`config.mk`:
```
export PLATFORM = sky130hd
export DESIGN_NAME = neuron_mac
export DESIGN_NICKNAME = d
export VERILOG_FILES = /design/src/rtl/neuron_mac.sv
export SDC_FILE = /design/constraint.sdc
export NUM_CORES = 1
export LEC_CHECK = 0
export CORE_UTILIZATION = 56
export DETAILED_ROUTE_END_ITERATION = 16
export HOLD_SLACK_MARGIN = 0.15
export PLACE_DENSITY = 0.79
export SKIP_CTS_REPAIR_TIMING = 1
export SLEW_MARGIN = 10
export SYNTH_ARGS = -nofsm -noshare
export SYNTH_HDL_FRONTEND = slang
export SYNTH_SLANG_ARGS = --single-unit
```
`constraint.sdc`:
```
create_clock -name clk -period 2.3 [get_ports clk]
set_input_delay 0.46 -clock clk [delete_from_list [all_inputs] [get_ports clk]]
set_output_delay 0.46 -clock clk [all_outputs]
set_load 0.01 [all_outputs]
```
`src/rtl/neuron_mac.sv`:
```
// Multiply-accumulate front end of one neuron: sums N_INPUTS x*w terms, scales by 1/16 and clamps to 0..255.
// Optional feature macro: NEURON_MAC_BIAS_EN adds a signed bias input preloaded into the accumulator.
module neuron_mac #(
   parameter int N_INPUTS = 4
) (
   input  logic       clk,
   input  logic       resetn,
   input  logic       start,
   input  logic       x_valid,
   output logic       x_ready,
   input  logic [7:0] x,
   input  logic [7:0] w,
   output logic [7:0] z,
   output logic       z_valid,
   output logic       sat,
   output logic       busy
`ifdef NEURON_MAC_BIAS_EN
   ,
   input  logic [7:0] bias
`endif
);

   typedef enum logic [1:0] {
      IDLE  = 2'd0,
      ACC   = 2'd1,
      SCALE = 2'd2,
      DONE  = 2'd3
   } state_t;

   localparam logic [4:0] LAST_TERM = 5'(N_INPUTS - 1);

   state_t              state, state_next;
   logic [4:0]          term_cnt;
   logic signed [21:0]  acc;
   logic signed [21:0]  acc_init;
   logic signed [16:0]  product;
   logic signed [21:0]  scaled;
   logic                accept;

`ifdef NEURON_MAC_BIAS_EN
   // Bias is pre-shifted so that it lands in z units after the final >>> 4.
   assign acc_init = {{10{bias[7]}}, bias, 4'b0000};
`else
   assign acc_init = '0;
`endif

   assign product = $signed({1'b0, x}) * $signed(w);
   assign scaled  = acc >>> 4;
   assign accept  = x_valid && x_ready;

   always_ff @(posedge clk or negedge resetn) begin
      if (!resetn) state <= IDLE;
      else         state <= state_next;
   end

   always_comb begin
      state_next = state;
      x_ready    = 1'b0;
      z_valid    = 1'b0;
      busy       = 1'b1;
      case (state)
         IDLE: begin
            busy = 1'b0;
            if (start) state_next = ACC;
         end
         ACC: begin
            x_ready = 1'b1;
            if (x_valid && term_cnt == LAST_TERM) state_next = SCALE;
         end
         SCALE: state_next = DONE;
         DONE: begin
            z_valid    = 1'b1;
            state_next = IDLE;
         end
         default: state_next = IDLE;
      endcase
   end

   always_ff @(posedge clk or negedge resetn) begin
      if (!resetn) begin
         acc      <= '0;
         term_cnt <= '0;
      end else if (state == IDLE && start) begin
         acc      <= acc_init;
         term_cnt <= '0;
      end else if (accept) begin
         acc      <= acc + {{5{product[16]}}, product};
         term_cnt <= term_cnt + 5'd1;
      end
   end

   // z/sat are only rewritten in SCALE so they stay stable for a late LUT sample.
   always_ff @(posedge clk or negedge resetn) begin
      if (!resetn) begin
         z   <= '0;
         sat <= 1'b0;
      end else if (state == SCALE) begin
         if (scaled[21]) begin
            z   <= 8'd0;
            sat <= 1'b1;
         end else if (|scaled[20:8]) begin
            z   <= 8'd255;
            sat <= 1'b1;
         end else begin
            z   <= scaled[7:0];
            sat <= 1'b0;
         end
      end
   end

endmodule

```
==> qor.txt <==
Post-synthesis sequential area ratio = 0.188
P_leak = 3.51 nW
Peak VDD IR = 1190 µV
Worst r2r path cells = 11
Clk buf depth = 2
Final core area utilization = 0.847
Failing checks = negative setup slack
CTS H-tree lvls = 2
Pins Over Slew Limit = 0
WS Path Type = in -> reg
Most used cell, CP = fa_1
Hold Violations, Final = 0
Post-synth EDFFs = 0
Crit. End Element = flop
Critical path's slowest cell = fa_1
Detail Placement HPWL = 10.7 mm
CTS tree = yes
Final Worst Setup Slack = -3360 ps
Final worst-path cycle share = 2.46
First-pass GRT wire length = 22.6 mm
Worst EP required = 2530 ps
Area Overhead vs Synth = 45.9%
Worst min path class = in -> async
Unique masters post-synth = 55
DRT iter0 DRCs = 309
Core area = 8720 µm²
Placer Congestion = 0.989
FFs w/ async S/R, synth = 1.00
Clk sinks = 38
# rows = 34
Most common cell after layout, fill and taps aside = buf_4
Worst Skew = 11.8 ps
Cts bufs inserted = 5
Drt via density = 6.05
Final setup viols = 19
MaxCap Viol Count = 0
Routed vias = 5152
RSZ-0062 raised after global routing = yes
Initial antenna violation count = 0
Cell Pwr Density = 1570 nW/µm²
Initial core utilization = 0.580
Crit path depth = 26
Synthesized cell area = 5060 µm²
Slew HR = 0.418
Arrival time worst endpoint = 5890 ps
Crit start category = input port
DRC violations left = 0
Die height = 97.1 µm
Most frequent cells in the layout = buf_4, inv_1, nand2_1
Post-DRT Antenna Nets = 0
Kind of cell adding the most delay to the critical path = adder cells
IO Port Bufs = 31
Grt total ovfl = 0
Synthesized Nets = 722
Layout cell share with drive strength beyond 1 = 0.402
Total track usage = 0.293
F_max = 177 MHz
Worst-path clk slew = 90 ps
Worst slew pin tran = 874 ps
Slowest stage delay, CP = 560 ps
Clk_lat worst skew = 310 ps
CTS root buf = clkbuf_8
TritonRoute pass-1 iters = 6
DRT Wirelength = 16.6 mm
Yosys warnings = 0
Vias in the first global route = 5041
FF+latch count, synth = 38
Routed len/inst = 19.5 µm
Mapped Cells = 594
# diodes = 0
Placed cell area = 6640 µm²
Avg Cell Area, Syn = 8.52 µm²
WP buf/inv = 8
Crit Path Max Fanout = 6
Pin count of the biggest net entering global routing = 39
IO Pins = 32
Layout Nets = 870
Fillers = 416
Top FF cell, synth = dfrtp_1
Setup TNS = -47500 ps
Final design area excluding fillers = 7380 µm²
Status = finished with violations
Die Footprint = 9420 µm²
Hold WS = 264 ps
Die Wd = 97.1 µm
Min cycle time layout = 5660 ps
==> cells in the mapped netlist, types with 7 or more instances <==
| cell type | count | area share |
|---|---|---|
| mux2_2 | 8 | 0.018 |
| and2_1 | 47 | 0.058 |
| nor2_1 | 32 | 0.024 |
| dfrtp_1 | 38 | 0.19 |
| nand2_1 | 57 | 0.042 |
| xnor2_1 | 14 | 0.024 |
| a21oi_1 | 54 | 0.053 |
| o21ai_0 | 24 | 0.024 |
| xor2_1 | 10 | 0.017 |
| and3_1 | 7 | 0.0087 |
| nand3_1 | 13 | 0.013 |
| a21o_1 | 15 | 0.022 |
| ha_1 | 70 | 0.17 |
| nor3_1 | 7 | 0.0069 |
| inv_1 | 79 | 0.059 |
| fa_1 | 38 | 0.15 |
| nand4_1 | 9 | 0.011 |
==> path summary, 6_finish.rpt <==
kind                              from          end  slack (ps)
worst max register to register  acc[0]      acc[12]        -150
max in group asynchronous       resetn  term_cnt[3]        1500
worst min-delay path            resetn     state[0]         260
worst max-delay path              w[7]      acc[21]       -3360
worst min register to register    z[5]         z[5]         520
min in group clk                  z[5]         z[5]         520
==> routing by layer <==
| metal | vias to the layer above | track usage | share of wire |
|---|---|---|---|
| li1 | 2306 | - | - |
| met1 | 2496 | 0.353 | 0.37 |
| met2 | 260 | 0.528 | 0.51 |
| met3 | 90 | 0.0468 | 0.057 |
| met4 | 0 | 0.101 | 0.058 |
| met5 | - | 0 | 0 |
==> per-stage QoR <==
step                      worst slack (ps)  cells  power [W]
final                                -3360    851     0.0116
after global routing                 -3560    851     0.0122
after CTS                            -3740    838    0.00936
after detailed placement             -4030    830    0.00868
after global placement               -3940    830    0.00839
after floorplan                      -3010    594    0.00601
==> sequential cells by signal (all words and copies together), names as in the netlist <==
| signal | flops |
|---|---|
| acc | 22 |
| z | 8 |
| term_cnt | 5 |
| state | 2 |
| sat | 1 |
==> power breakdown <==
part,total (W),internal (W),switching [W]
Combinational,0.00987,0.00493,0.00494
Clock,0.000595,0.000323,0.000272
Sequential,0.00113,0.000904,0.000231
Total,0.0116,0.00616,0.00545
==> kinds of logic (layout without fill, tap and decap cells) <==
| kind of cell | after synthesis | count (layout) | synth area share |
|---|---|---|---|
| AO/OA/AOI/OAI | 124 | 124 | 0.149 |
| buffers and inverters | 90 | 239 | 0.0692 |
| multiplexers | 12 | 12 | 0.0257 |
| adder cells (fa/ha/maj) | 108 | 108 | 0.323 |
| XOR/XNOR | 24 | 24 | 0.0415 |
| AND/OR/NAND/NOR | 198 | 198 | 0.204 |
| flip-flops | 38 | 38 | 0.188 |
==> final cells by class <==
class | count | area [µm²] | area share
multi-input cells | 466 | 4610 | 0.624
clock inverters | 3 | 45.0 | 0.00610
well taps | 108 | 135 | 0.0183
clock buffers | 5 | 68.8 | 0.00932
inverters | 79 | 300 | 0.0407
flip-flops and latches | 38 | 951 | 0.129
repair buffers | 152 | 1270 | 0.172
Power figures use the tool's default switching activity.
==> edit: new RTL, same flow settings <==
Re-encode `state_t` (4 states) as one-hot, 4 bits wide.
--- a/src/rtl/neuron_mac.sv
+++ b/src/rtl/neuron_mac.sv
@@ -20,11 +20,11 @@
 `endif
 );
 
-   typedef enum logic [1:0] {
-      IDLE  = 2'd0,
-      ACC   = 2'd1,
-      SCALE = 2'd2,
-      DONE  = 2'd3
+   typedef enum logic [3:0] {
+      IDLE  = 4'b0001,
+      ACC   = 4'b0010,
+      SCALE = 4'b0100,
+      DONE  = 4'b1000
    } state_t;
 
    localparam logic [4:0] LAST_TERM = 5'(N_INPUTS - 1);
Function: same outputs for any inputs over 4 cycles, from zero or initial values and one cycle with resetn low; so few cycles prove little.
==> edit against the original RTL <==
The run still ends with setup timing left; routed wire length is 16% lower; cell area is 6.8% lower; count of clock-buffer cells in the layout is 1 higher; clock skew is 0.0062 ns lower; die area is 6.3% lower; setup slack better by 0.099 ns; synthesized area is 6.5% lower; non-clock buffer count is 7 lower; sequential power is 6% lower; power is 20% lower; sequential cell count is 2 higher; first-iteration DRC count is 24% lower; final cell count is 8.2% lower; largest power group unchanged; highest routed layer unchanged.
==> edit: results (changes against the original RTL) <==
* Drt wl/cell at 17.9 µm (was 19.5 µm)
* Sw Ratio at 45.4% (was 46.9%)
* Worst hold-check path type: reg -> reg (was in -> async)
* Worst VDD drop at 0.885 mV (was 1.19 mV)
* Initial DRC Count at 234 (was 309)
* Pre-Repair DR Iteration Count at 5 (was 6)
* Ranking of synthesized cells by area: dfrtp_1, ha_1, fa_1 (unchanged)
* Status: finished with violations (unchanged)
* Avg Cell Area, Syn at 8.88 µm² (was 8.52 µm²)
* Failing checks: setup timing (unchanged)
* Relative slew margins at 25.1% (was 41.8%)
* Sequential area share after synthesis at 21.2% (was 18.8%)
* Final WS setup at -3.26 ns (was -3.36 ns)
* Syn Nets at 656 (was 722)
* WP data arrival at 5.79 ns (was 5.89 ns)
* Leakage power at 0.00329 µW (was 0.00351 µW)
* Dpl cell area at 6180 µm² (was 6640 µm²)
* Crit-path max cell delay at 0.54 ns (was 0.56 ns)
* GPL Wtd Cong at 0.912 (was 0.989)
* First-pass GRT wire length at 18.9 mm (was 22.6 mm)
* # setup viols final at 20 (was 19)
* Setup TNS at -45.57 ns (was -47.50 ns)
* DR vias at 4473 (was 5152)
* Post-place setup slack at -4.03 ns (about the same)
* Most frequent cells after synthesis: inv_1, ha_1, nand2_1 (unchanged)
edit: worst paths after layout:
kind,endpoint,start,cells after the start,slack [ns]
hold / removal,z[1]$_DFFE_PN0P_,z[1]$_DFFE_PN0P_,2,0.49
max in group asynchronous,state[3]$_DFFE_PN0P_,resetn,3,0.99
setup reg to reg,acc[20]$_DFFE_PN0P_,acc[0]$_DFFE_PN0P_,11,-0.34
hold reg to reg,z[1]$_DFFE_PN0P_,z[1]$_DFFE_PN0P_,2,0.49
setup / recovery,acc[21]$_DFFE_PN0P_,w[7],27,-3.26
min in group asynchronous,acc[17]$_DFFE_PN0P_,resetn,2,0.64
edit: power groups by stage:
stage	Clock, µW	Sequential [µW]	Combinational (µW)
6_report	703	1060	7520
5_1_grt	735	1070	8060
4_1_cts	702	1030	5880
3_5_place_dp	0	1050	5820
3_3_place_gp	0	1030	5600
2_1_floorplan	0	982	3730
edit: final cells by class:
type	count	area, µm²	area share, %
Timing Repair Buffer	145	1240	18.0
Tap cell	105	131	1.91
Clock buffer	6	72.6	1.05
Multi-Input combinational cell	411	4100	59.6
Sequential cell	40	1000	14.6
Inverter	72	274	3.98
Clock inverter	2	60.1	0.873
edit: kinds of logic (layout without fill, tap and decap cells):
kind of cell    Yosys count  count (layout)  synth area share, %
mux                       1               1                0.238
flops                    40              40                 21.2
buf+inv                  82             225                 6.53
simple gates            169             169                 17.8
compound gates          104             104                 14.7
xor+xnor                 34              34                 6.29
fa+ha+maj               103             103                 33.2
edit: per-layer routing:
layer,share of wire [%],vias up
met1,41,2232
met3,3.8,43
li1,-,2061
met4,2.2,0
met5,0,-
met2,53,137
